### src/rtl/button_debounce.sv
// -----------------------------------------------------------------------------
// button_debounce
//
// Synchronises and debounces N raw active-low push-buttons into the clk1
// domain. Each channel produces a clean active-high level, registered
// one-cycle press/release pulses and an 8-bit wrapping press counter.
//
// Ports:
//   clk1          in   1     sole clock, rising-edge
//   reset1        in   1     asynchronous active-high reset
//   button        in   N     raw active-low buttons, asynchronous to clk1
//   count_clr     in   1     synchronous level clear of every press counter
//   pressed       out  N     debounced level, 1 = held
//   press_pulse   out  N     one-cycle pulse as pressed[i] rises
//   release_pulse out  N     one-cycle pulse as pressed[i] falls
//   press_count   out  8*N   per-channel press count, channel i at [8i+7:8i]
// -----------------------------------------------------------------------------
module button_debounce #(
  parameter int N             = 4,
  parameter int STABLE_CYCLES = 100000,
  parameter int CNT_W         = 17
) (
  input  logic             clk1,
  input  logic             reset1,
  input  logic [N-1:0]     button,
  input  logic             count_clr,
  output logic [N-1:0]     pressed,
  output logic [N-1:0]     press_pulse,
  output logic [N-1:0]     release_pulse,
  output logic [8*N-1:0]   press_count
);

  // Terminal value of the stability counter: reaching it while the
  // synchronised level still differs means the new level has been seen for
  // STABLE_CYCLES consecutive edges and is accepted.
  localparam logic [CNT_W-1:0] LP_LAST = CNT_W'(STABLE_CYCLES - 1);

  for (genvar gi = 0; gi < N; gi++) begin : g_ch
    logic             r_sync1;
    logic             r_sync2;
    logic             r_pressed;
    logic             r_press_pulse;
    logic             r_release_pulse;
    logic [CNT_W-1:0] r_cnt;
    logic [7:0]       r_count;
    logic             w_differs;
    logic             w_accept;
    logic             w_rise;

    assign w_differs = r_sync2 ^ r_pressed;
    assign w_accept  = w_differs & (r_cnt == LP_LAST);
    assign w_rise    = w_accept & r_sync2;

    // Synchroniser stage: two flops, input inverted so 1 means held.
    always_ff @(posedge clk1 or posedge reset1) begin
      if (reset1) begin
        r_sync1 <= 1'b0;
        r_sync2 <= 1'b0;
      end else begin
        r_sync1 <= ~button[gi];
        r_sync2 <= r_sync1;
      end
    end

    // Stability stage: any return to the accepted level forgets the partial
    // count completely, so bounces never accumulate.
    always_ff @(posedge clk1 or posedge reset1) begin
      if (reset1) begin
        r_cnt     <= '0;
        r_pressed <= 1'b0;
      end else begin
        if (!w_differs || w_accept) begin
          r_cnt <= '0;
        end else begin
          r_cnt <= r_cnt + 1'b1;
        end
        if (w_accept) begin
          r_pressed <= r_sync2;
        end
      end
    end

    // Event stage: pulses and counter update on the same edge as the level,
    // so downstream sees level, pulse and count change together.
    always_ff @(posedge clk1 or posedge reset1) begin
      if (reset1) begin
        r_press_pulse   <= 1'b0;
        r_release_pulse <= 1'b0;
        r_count         <= '0;
      end else begin
        r_press_pulse   <= w_rise;
        r_release_pulse <= w_accept & ~r_sync2;
        // Clear wins over a coincident press; the counter wraps freely.
        if (count_clr) begin
          r_count <= '0;
        end else if (w_rise) begin
          r_count <= r_count + 8'd1;
        end
      end
    end

    assign pressed[gi]             = r_pressed;
    assign press_pulse[gi]         = r_press_pulse;
    assign release_pulse[gi]       = r_release_pulse;
    assign press_count[8*gi +: 8]  = r_count;
  end

endmodule

### config.mk
export PLATFORM = sky130hd
export DESIGN_NAME = button_debounce
export DESIGN_NICKNAME = d
export VERILOG_FILES = /design/src/rtl/button_debounce.sv
export SDC_FILE = /design/constraint.sdc
export NUM_CORES = 1
export LEC_CHECK = 0
export BUFFER_PORTS_ARGS = -buffer_cell sky130_fd_sc_hd__buf_4
export CORE_ASPECT_RATIO = 1.75
export CORE_UTILIZATION = 45
export CTS_BUF_LIST = sky130_fd_sc_hd__clkbuf_8 sky130_fd_sc_hd__clkbuf_16
export CTS_CLUSTER_SIZE = 20
export DETAILED_ROUTE_END_ITERATION = 10
export PLACE_DENSITY = 0.64
export SYNTH_ARGS = -nofsm -noshare
export SYNTH_HDL_FRONTEND = slang
export SYNTH_SLANG_ARGS = --single-unit
export TNS_END_PERCENT = 30
### constraint.sdc
create_clock -name clk1 -period 4.81 [get_ports clk1]
set_input_delay 0.2405 -clock clk1 [delete_from_list [all_inputs] [get_ports clk1]]
set_output_delay 0.2405 -clock clk1 [all_outputs]
set_load 0.005 [all_outputs]
==> summary.md <==
| Metric | Value |
|---|---|
| Critical Path Fanout Max | 19 |
| Mapped Area | approximately 5900 um2 |
| Setup total negative slack | 0 ps |
| Critical Path Source Type | flip-flop |
| CTS tree | yes |
| Fin crit share | around three fifths |
| R2R cell count | 4 |
| TritonCTS Buffers | 17 |
| Reg area | 3003 um2 |
| Req. time, crit path | slightly above 5000 ps |
| Row cnt | 55 |
| Synth top area share | between 50% and 60% |
| Congestion Overflow GR | 0 |
| Core Region | between 10,000 and 15,000 um2 |
| Crit path DAT | between 3000 and 4000 ps |
| Largest family of logic cells by synthesized area | simple AND/OR/NAND/NOR gates |
| Synthesis-to-finish area growth | 18.23% |
| Crit. path cell count | 4 |
| Multi-input gate area | between 2000 and 3000 um2 |
| Mapped Cells | 602 |
| CTS max path bufs | 2 |
| Hold-fix buffers, CTS | 4 |
| Die Area | around 14,000 um2 |
| Seq/Total Area, Yosys | between 50% and 60% |
| Endpoint type of the worst setup path | flip-flop |
| Post-Synth Simple-Gate Area | around a quarter |
| Avg WL per Cell | 15.28 um |
| Worst VDD drop | 0.0002457 V |
| Multiplexer area fraction after synthesis | under 10% |
| Yosys reg bits | 120 |
| DP Cell Count | 789 |
| Worst Tran Pin Value | 1257 ps |
| Yosys cell types | 37 |
| Total track usage | 20.44% |
| WP buf/inv | 0 |
| Reg-to-reg slack, setup | roughly 1900 ps |
| Root buffer cell | clkbuf_16 |
| Reg clk slew, reported paths | 50 ps |
| Critical path class | flip-flop to flip-flop |
| Leak | approximately 3 nW |
| Total wire length | between 10 and 15 mm |
| Fraction of the mapped netlist area in adder cells | under 10% |
| Complex-gate fraction of the synthesized area | around 8% |
| Slowest stage cell, crit path | o22ai_1 |
| Skew final | ~9.3 ps |
| Number of inserted diodes | 0 |
| Worst-Skew Late Latency | between 400 and 500 ps |
| Initial Utilization | 45.98% |
| DIE HEIGHT | between 150 and 200 um |
| Worst rel slew slack | between 15 and 20% |
| Global-route wire length before repair | ~22 mm |
| Fmax achieved | 0.3477 GHz |
| Iter 0 DRT Violations | 250 |
| # fillers | ~1,200 |
| Crit path capture | g_ch[2].r_cnt[11] |
| Initial antenna violation count | 0 |
| Status | finished, final reports clean |
| R2R Path Start | g_ch[2].r_cnt[8] |
| Slowest cell delay on critical path | ~1200 ps |
| Routability-driven placement congestion ratio | 0.8425 |
| Final Hold Vio Count | 0 |
| Layout cells sized above 1 | approximately 14% |
| RSZ-0062 raised after global routing | no |
| Power per cell area | between 300 and 400 nW/um2 |
| Final nets | 656 |
| R2r endpoint | g_ch[2].r_cnt[11] |
| Vias in the first global route | about 4,700 |
| Min-Delay Path Class | primary input to asynchronous set/reset pin |
| Pin count of the biggest net entering global routing | 74 |
| Fin crit period | approximately 2900 ps |
| DRT Pass-1 Iters | 4 |
| Via count | ~4,600 |
| MaxCap Viol Count | 0 |
| Vias per inst | ~5.6 |
| Crit-path cells | nor4b_1 -> nand4_1 -> o22ai_1 -> a21oi_1 |
| Post-CTS setup buffers | 0 |
| Non-Filler Instances | 825 |
| Htree depth | 4 |
| Input/output buffers | 50 |
| Post-synth net total | between 600 and 700 |
| Crit path from | g_ch[2].r_cnt[8] |
| Synth warn | 0 |
| Syn avg cell area | about 9.8 um2 |
| Post-synthesis xor/xnor area fraction | 7.549% |
| Final setup fails | 0 |
| DPL Wire Length | 8.567 mm |
| Top-Level Pins | around 50 |
| Largest area contributor in the netlist | dfrtp_1 |
| Die X | 88.68 um |
| Slew Viols, Final | 0 |
| Clock Sink Count | 120 |
| Synth area leaders | dfrtp_1, nor2_1, xor2_1, xnor2_1, nand3_1 |
| Number of antenna-violating nets in the routed design | 0 |
| Post-route DRC | 0 |
| CP delay by family, top | compound AO/OA/AOI/OAI gates |
| Post-cts sizing count | 0 |
final cells by class:
cell class                 count  area share (%)
clock inverter                14           2.593
tap                          171           3.058
sequential                   120           42.93
inverter                      20           1.109
timing repair buffer          55           6.045
multi-input combinational    427           37.99
clock buffer                  18           6.278
sequential cells by signal, summed over array words and instances, names as in the netlist:
name                  cells
g_ch.r_sync2              4
g_ch.r_release_pulse      4
g_ch.r_sync1              4
g_ch.r_count             32
g_ch.r_cnt               68
g_ch.r_pressed            4
g_ch.r_press_pulse        4
how the worst min path moves through the flow:
stage	from	to	slack [ps]	cells after the start
final	reset1	g_ch[1].r_count[6]	20	2
after global routing	reset1	g_ch[1].r_count[6]	100	2
after CTS	reset1	g_ch[1].r_release_pulse	70	2
after detailed placement	g_ch[0].r_sync1	g_ch[0].r_sync2	340	0
after global placement	g_ch[0].r_sync1	g_ch[0].r_sync2	330	0
after floorplan	button[0]	g_ch[0].r_sync1	300	1
per-layer routing:
metal / share of wire, % / routed length [um] / track usage [%]
met3: 3.3 / 410 / 5.099
met1: 41 / 5212 / 23.35
met4: 1.8 / 231 / 8.372
met5: 0 / 0 / 0
met2: 54 / 6753 / 35.53
worst register-to-register path: stages (launching register included):
cell and delay (ps):
dfrtp_1 440, nor4b_1 340, nand4_1 580, o22ai_1 1190, a21oi_1 140
kinds of logic after synthesis:
kind of cell / count (synthesis)
DFF: 120
and+or+nand+nor: 278
buffers and inverters: 55
AOI/OAI and AO/OA: 83
muxes: 7
xor gates and xnor gates: 51
adders and majority gates: 8
power breakdown:
group | switching [W] | internal [W] | leakage (nW) | total, W
Sequential | 0.0000106 | 0.00102 | 1.65 | 0.00103
Clock | 0.000451 | 0.000873 | 0.307 | 0.00132
Combinational | 0.0000476 | 0.0000164 | 1.04 | 0.0000640
Total | 0.000509 | 0.00191 | 2.99 | 0.00242
layout by cell type (no fill, tap or decap), types with 5 or more instances in the layout:
cell       netlist  layout
a21oi_1         39      39
nor4_1          11      11
or4_1           23      23
dfrtp_1        120     120
or3_1           15      15
o31ai_1         23      23
nand3_1         41      41
o21ai_0         16      16
clkbuf_16        0      17
ha_1             8       8
nor2b_1         11      11
xnor2_1         25      25
and3_1          17      17
xor2_1          26      26
nor3_1          11      11
buf_4           12      51
mux2_2           7       7
inv_1           20      20
and4_1          12      12
clkinv_2         0       5
nand4_1         28      28
nand2_1         25      25
nor2_1          65      65
synth_stat cells (all sizes together):
| cell type | n |
|---|---|
| xnor2 | 25 |
| nor4bb | 3 |
| nand4 | 28 |
| and4b | 3 |
| nor4b | 3 |
| ha | 8 |
| buf | 15 |
| xor2 | 26 |
| nor3b | 2 |
| o22ai | 1 |
| or4 | 23 |
| or2 | 2 |
| a21oi | 39 |
| o31ai | 23 |
| nor4 | 11 |
| nor2 | 65 |
| o41ai | 2 |
| and3 | 17 |
| nand2b | 1 |
| and2 | 2 |
| inv | 20 |
| nor2b | 11 |
| clkbuf | 20 |
| nand2 | 25 |
| o21ai | 18 |
| or3b | 2 |
| and4 | 12 |
| or3 | 16 |
| dfrtp | 120 |
| nor3 | 11 |
| mux2 | 7 |
| nand3 | 41 |
stage by stage:
step / hold WS [ps] / utilization [%] / setup slack, ps / area (um2) / power, W
finish: 15.08 / 54.36 / 1934 / 6995 / 0.002421
global route: 98.23 / 54.36 / 1673 / 6995 / 0.002510
CTS: 70.50 / 54.36 / 1997 / 6995 / 0.002444
detailed placement: 337.3 / 49.23 / 1995 / 6335 / 0.001114
global placement: 333.7 / 49.23 / 2154 / 6335 / 0.001112
floorplan: 299.9 / - / 1384 / 5917 / 0.001093
Note: power is estimated with default switching activity, not from simulation.
